===== src/rtl/clock_reset_ctrl.sv =====
// ============================================================================
// Module  : clock_reset_ctrl
// Brief   : Derives core/memory clocks from one system clock and sequences
//           core reset release, run counting and halt/timeout completion.
// Rev     : 1.0  initial release
// ============================================================================
`default_nettype none

module clock_reset_ctrl #(
  parameter int DIV         = 4,
  parameter int HOLD_CYCLES = 4,
  parameter int RUN_LIMIT   = 1300
) (
  input  logic        clock,
  input  logic        reset,
  input  logic        halt,
  output logic        imem_clock,
  output logic        dmem_clock,
  output logic        processor_clock,
  output logic        regfile_clock,
  output logic        core_reset,
  output logic [31:0] run_count,
  output logic        done,
  output logic        timeout
);

  localparam int c_div_w  = (DIV > 2) ? $clog2(DIV) : 1;
  localparam int c_hold_w = (HOLD_CYCLES > 1) ? $clog2(HOLD_CYCLES) : 1;

  localparam logic [c_div_w-1:0]  c_div_last  = c_div_w'(DIV - 1);
  localparam logic [c_div_w-1:0]  c_div_half  = c_div_w'(DIV / 2);
  localparam logic [c_hold_w-1:0] c_hold_last = c_hold_w'(HOLD_CYCLES - 1);
  localparam logic [31:0]         c_run_limit = 32'(RUN_LIMIT);

  typedef enum logic [2:0] {
    S_IDLE = 3'd0,
    S_SYNC = 3'd1,
    S_HOLD = 3'd2,
    S_RUN  = 3'd3,
    S_DONE = 3'd4
  } state_t;

  state_t              r_state;
  state_t              w_state_next;
  logic [1:0]          r_sync;
  logic [c_hold_w-1:0] r_hold_cnt;
  logic [c_div_w-1:0]  r_div_cnt;

  logic w_active;
  logic w_pclk_next;
  logic w_limit_hit;
  logic w_count_en;

  always_comb begin
    w_state_next = r_state;
    case (r_state)
      S_IDLE:  w_state_next = S_SYNC;
      // Leave SYNC once the release edge has crossed both synchronizer flops.
      S_SYNC:  if (r_sync[1]) w_state_next = S_HOLD;
      S_HOLD:  if (r_hold_cnt == c_hold_last) w_state_next = S_RUN;
      S_RUN:   if (halt || w_limit_hit) w_state_next = S_DONE;
      S_DONE:  w_state_next = S_DONE;
      default: w_state_next = S_IDLE;
    endcase
  end

  // Clock outputs are registered from the next state so IDLE/DONE show 0 at once.
  assign w_active    = (w_state_next == S_SYNC) || (w_state_next == S_HOLD) ||
                       (w_state_next == S_RUN);
  assign w_pclk_next = w_active && (r_div_cnt < c_div_half);
  assign w_limit_hit = (run_count >= c_run_limit);
  assign w_count_en  = (r_state == S_RUN) && (w_state_next == S_RUN) &&
                       w_pclk_next && !processor_clock;

  always_ff @(posedge clock or negedge reset) begin
    if (!reset) begin
      r_state         <= S_IDLE;
      r_sync          <= 2'b00;
      r_hold_cnt      <= '0;
      r_div_cnt       <= '0;
      imem_clock      <= 1'b0;
      dmem_clock      <= 1'b0;
      processor_clock <= 1'b0;
      regfile_clock   <= 1'b0;
      core_reset      <= 1'b1;
      run_count       <= '0;
      done            <= 1'b0;
      timeout         <= 1'b0;
    end else begin
      r_state         <= w_state_next;
      r_sync          <= {r_sync[0], 1'b1};
      r_hold_cnt      <= (r_state == S_HOLD) ? r_hold_cnt + 1'b1 : '0;
      if (!w_active)
        r_div_cnt <= '0;
      else if (r_div_cnt == c_div_last)
        r_div_cnt <= '0;
      else
        r_div_cnt <= r_div_cnt + 1'b1;
      processor_clock <= w_pclk_next;
      regfile_clock   <= w_pclk_next;
      imem_clock      <= w_active & ~imem_clock;
      dmem_clock      <= w_active & imem_clock;
      core_reset      <= !((w_state_next == S_RUN) || (w_state_next == S_DONE));
      if (w_count_en && (run_count != 32'hFFFF_FFFF))
        run_count <= run_count + 32'd1;
      // Halt wins over the limit when both occur in the same cycle.
      if ((r_state == S_RUN) && (w_state_next == S_DONE)) begin
        done    <= 1'b1;
        timeout <= ~halt;
      end
    end
  end

endmodule

`default_nettype wire

===== config.mk =====
export PLATFORM = sky130hd
export DESIGN_NAME = clock_reset_ctrl
export DESIGN_NICKNAME = d
export VERILOG_FILES = /design/src/rtl/clock_reset_ctrl.sv
export SDC_FILE = /design/constraint.sdc
export NUM_CORES = 1
export LEC_CHECK = 0
export CORE_ASPECT_RATIO = 0.9
export CORE_MARGIN = 1.5
export CORE_UTILIZATION = 45
export CTS_CLUSTER_DIAMETER = 200
export CTS_CLUSTER_SIZE = 12
export DETAILED_ROUTE_END_ITERATION = 8
export PLACE_DENSITY = 0.73
export SLEW_MARGIN = 20
export SYNTH_ARGS = -nofsm -noshare
export SYNTH_HDL_FRONTEND = slang
export SYNTH_SLANG_ARGS = --single-unit
export TNS_END_PERCENT = 20

===== constraint.sdc =====
create_clock -name clock -period 2.03 [get_ports clock]
set_input_delay 0.406 -clock clock [delete_from_list [all_inputs] [get_ports clock]]
set_output_delay 0.406 -clock clock [all_outputs]
set_load 0.005 [all_outputs]

==> impl_metrics.yaml <==
die:
  start_util_pct: 47.65
  placementRows: 21
  die_y_um: 63.05
  die_area_um2: 4396
  io_pins: 42
  die_x_um: 69.72
  core_area_um2: 3784
synth:
  synth_fp_nets: 155
  ys.flop_type: "dfrtp_1"
  yosys.area.top_type_share_pct: 63.84
  synthArstFlopShare_pct: 100.0
  yosysUniqueCellTypes: 36
  ys_ff_latch: 47
  synth-edff-count: 0
  synth_area_leaders: "dfrtp_1 (64%), clkbuf_1 (4.6%), xor2_1 (3.9%), ha_1 (2.8%), nor3_1 (1.9%)"
  yosys.area.top_type: "dfrtp_1"
  synth_commonest_cells: "dfrtp_1 (46), clkbuf_1 (22), nor2_1 (8), xor2_1 (8)"
  yosysMostFrequentCell: "dfrtp_1"
  synthCells: 148
  syn_area_um2: 1803
  yosys_warnings: 0
  synth.yosys.seq_area_share_pct: 65.30
  avgSynthCellArea_um2: 12.18
route:
  drc: 0
  viasPerCell: 4.938
  vias: 1111
  routedWlPerCell_um: 13.68
  routed_wl_mm: 3.077
  detail-route-antenna-nets: 0
  first_pass_iters: 4
  drt_iter0_markers: 73
clocking:
  cts_tree: "built"
  cts.sinks: 47
  cts-resized-gates: 0
  clockBufferDepth: 2
  worstSkewPairLatency_ns: 0.28
  cts_hold_buf: 0
  htreeDepth: 2
  cts-root-buf: "clkbuf_8"
  cts-buffers-inserted: 5
  clkSlewWorstSetupHoldPaths_ns: 0.08
  cts_setup_buffers: 0
sta:
  skew_ns: 0.007707
  rsz0062_at_grt: "false"
  setup_ws_ns: 0.08922
  tightest_slew_ns: 0.5608
  hold-worst-slack_ns: 0.1898
  setup_viol: 0
  slew_viol_final: 0
  maxSlewHeadroom_pct: 62.61
  tns_ns: 0
  clock.fmax_ghz: 0.5153
  hold_viol: 0
  finalWorstPathRequiredPeriod_ns: 1.941
  fin_crit_sh_pct: 95.60
placement:
  dp.final_hpwl_mm: 2.187
  place_ws_ns: -0.2274
  place_inst: 218
  place_area_um2: 2221
  gp_congestion: 0.8820
  portBuffers: 41
flow_run:
  maxCapViolCount: 0
grt:
  antenna_found_initial: 0
  grt_overflow: 0
  grt_pass1_wl_mm: 5.582
  grt_max_degree: 48
  grt_pass1_vias: 1216
  grtUsageTotal_pct: 16.06
setup_path:
  timing.rr.start: "run_count[3]"
  max_stage_delay_ns: 0.42
  critPathArrivalTime_ns: 2.14
  worstSetupPathType: "in -> reg"
  cp-start-kind: "primary input"
  path_delay_family: "simple AND/OR/NAND/NOR gates"
  end_kind: "flop"
  critical_path.cell_chain: "clkdlybuf4s50_1 > nor4_1 > and4_1 > nand4_1 > buf_4 > buf_4 > nor3_2 > xor2_1"
  crit_path_top_delay_cell: "clkdlybuf4s50_1"
  worstPathMaxFanout: 8
  cp.required_ns: 2.23
  crit_buf_inv: 3
  rrSetupSlack_ns: 0.15
  rr_worst_depth: 7
  timing.rr.end: "run_count[4]"
  cpMostUsedCell: "buf_4"
pwr:
  finalPower_mw: 2.323
  p_comb_share_pct: 24.6
  power.leakage_nw: 1.114
  intPower_mw: 1.671
  peakVddDrop_mv: 0.5660
  switchingPower_mw: 0.6518
  p_clk_share_pct: 23.1
  netSwitchingFraction_pct: 28.06
  power.density_nw_per_um2: 1006
  p_seq_share_pct: 52.3
status:
  status: "finished clean"
cells_and_area:
  seq_area_um2: 1177
  area_growth_pct: 28.04
  fin_area_um2: 2308
  antenna_cells: 0
  final_cells: 225
  fillCellCount: 313
  drive_gt1_share_pct: 11.73
  utilization_pct: 61.01
  multiInputGateArea_um2: 505.5
  nNetsFinal: 186
min_path:
  hp-class: "in -> async"
[area by class of cell]
| cell class | instances | area share, % |
|---|---|---|
| clock inverters | 1 | 0.2168 |
| inverters | 6 | 0.9756 |
| multi-input cells | 71 | 21.90 |
| repair buffers | 48 | 19.84 |
| flip-flops and latches | 47 | 51.00 |
| clock buffers | 6 | 3.577 |
| well taps | 46 | 2.493 |
[cell families after synthesis]
group,share of synthesized area (%)
and+or+nand+nor,15.34
AOI/OAI and AO/OA,4.165
xor gates and xnor gates,4.372
other,0.2080
adders and majority gates,2.776
muxes,1.180
buffers and inverters,6.662
DFF,65.30
[cells in the final DEF, fill, tap and decap left out, types with 2 or more instances in the layout]
cell / count
nand2_1: 7
nor3_1: 7
nand2b_1: 3
o21ai_1: 2
nor4_1: 5
nand3_1: 4
inv_1: 6
clkbuf_8: 6
clkdlybuf4s50_1: 40
xor2_1: 8
nor2_1: 8
and3_1: 2
buf_4: 7
dfrtp_1: 46
ha_1: 4
[worst max-delay path by stage]
stage	startpoint	endpoint	depth (start not counted)
after floorplan	run_count[3]	run_count[8]	6
after global placement	halt	run_count[7]	8
after detailed placement	halt	run_count[4]	8
after CTS	halt	run_count[4]	8
after global routing	halt	run_count[4]	8
final	halt	run_count[4]	8
[power groups by stage]
stage / registers [mW] / clock network [mW] / logic [mW]
final: 1.22 / 0.537 / 0.571
after global routing: 1.24 / 0.608 / 0.650
after CTS: 1.21 / 0.556 / 0.578
after detailed placement: 1.23 / 0 / 0.579
after global placement: 1.22 / 0 / 0.560
after floorplan: 1.21 / 0 / 0.312
[metal layers]
metal  up-vias  track usage [%]  share of wire (%)
met5         -                0                  0
met4         0            6.010                1.0
met3         4            5.120                6.3
met2        35            24.40                 45
met1       532            21.82                 48
li1        540                -                  -
[flip-flops by register name (all words and copies together) (netlist names)]
register       count
timeout            1
r_div_cnt          2
dmem_clock         1
r_hold_cnt         2
r_sync             2
imem_clock         1
regfile_clock      1
core_reset         1
r_state            3
done               1
run_count         32
(Power assumes the default switching activity.)
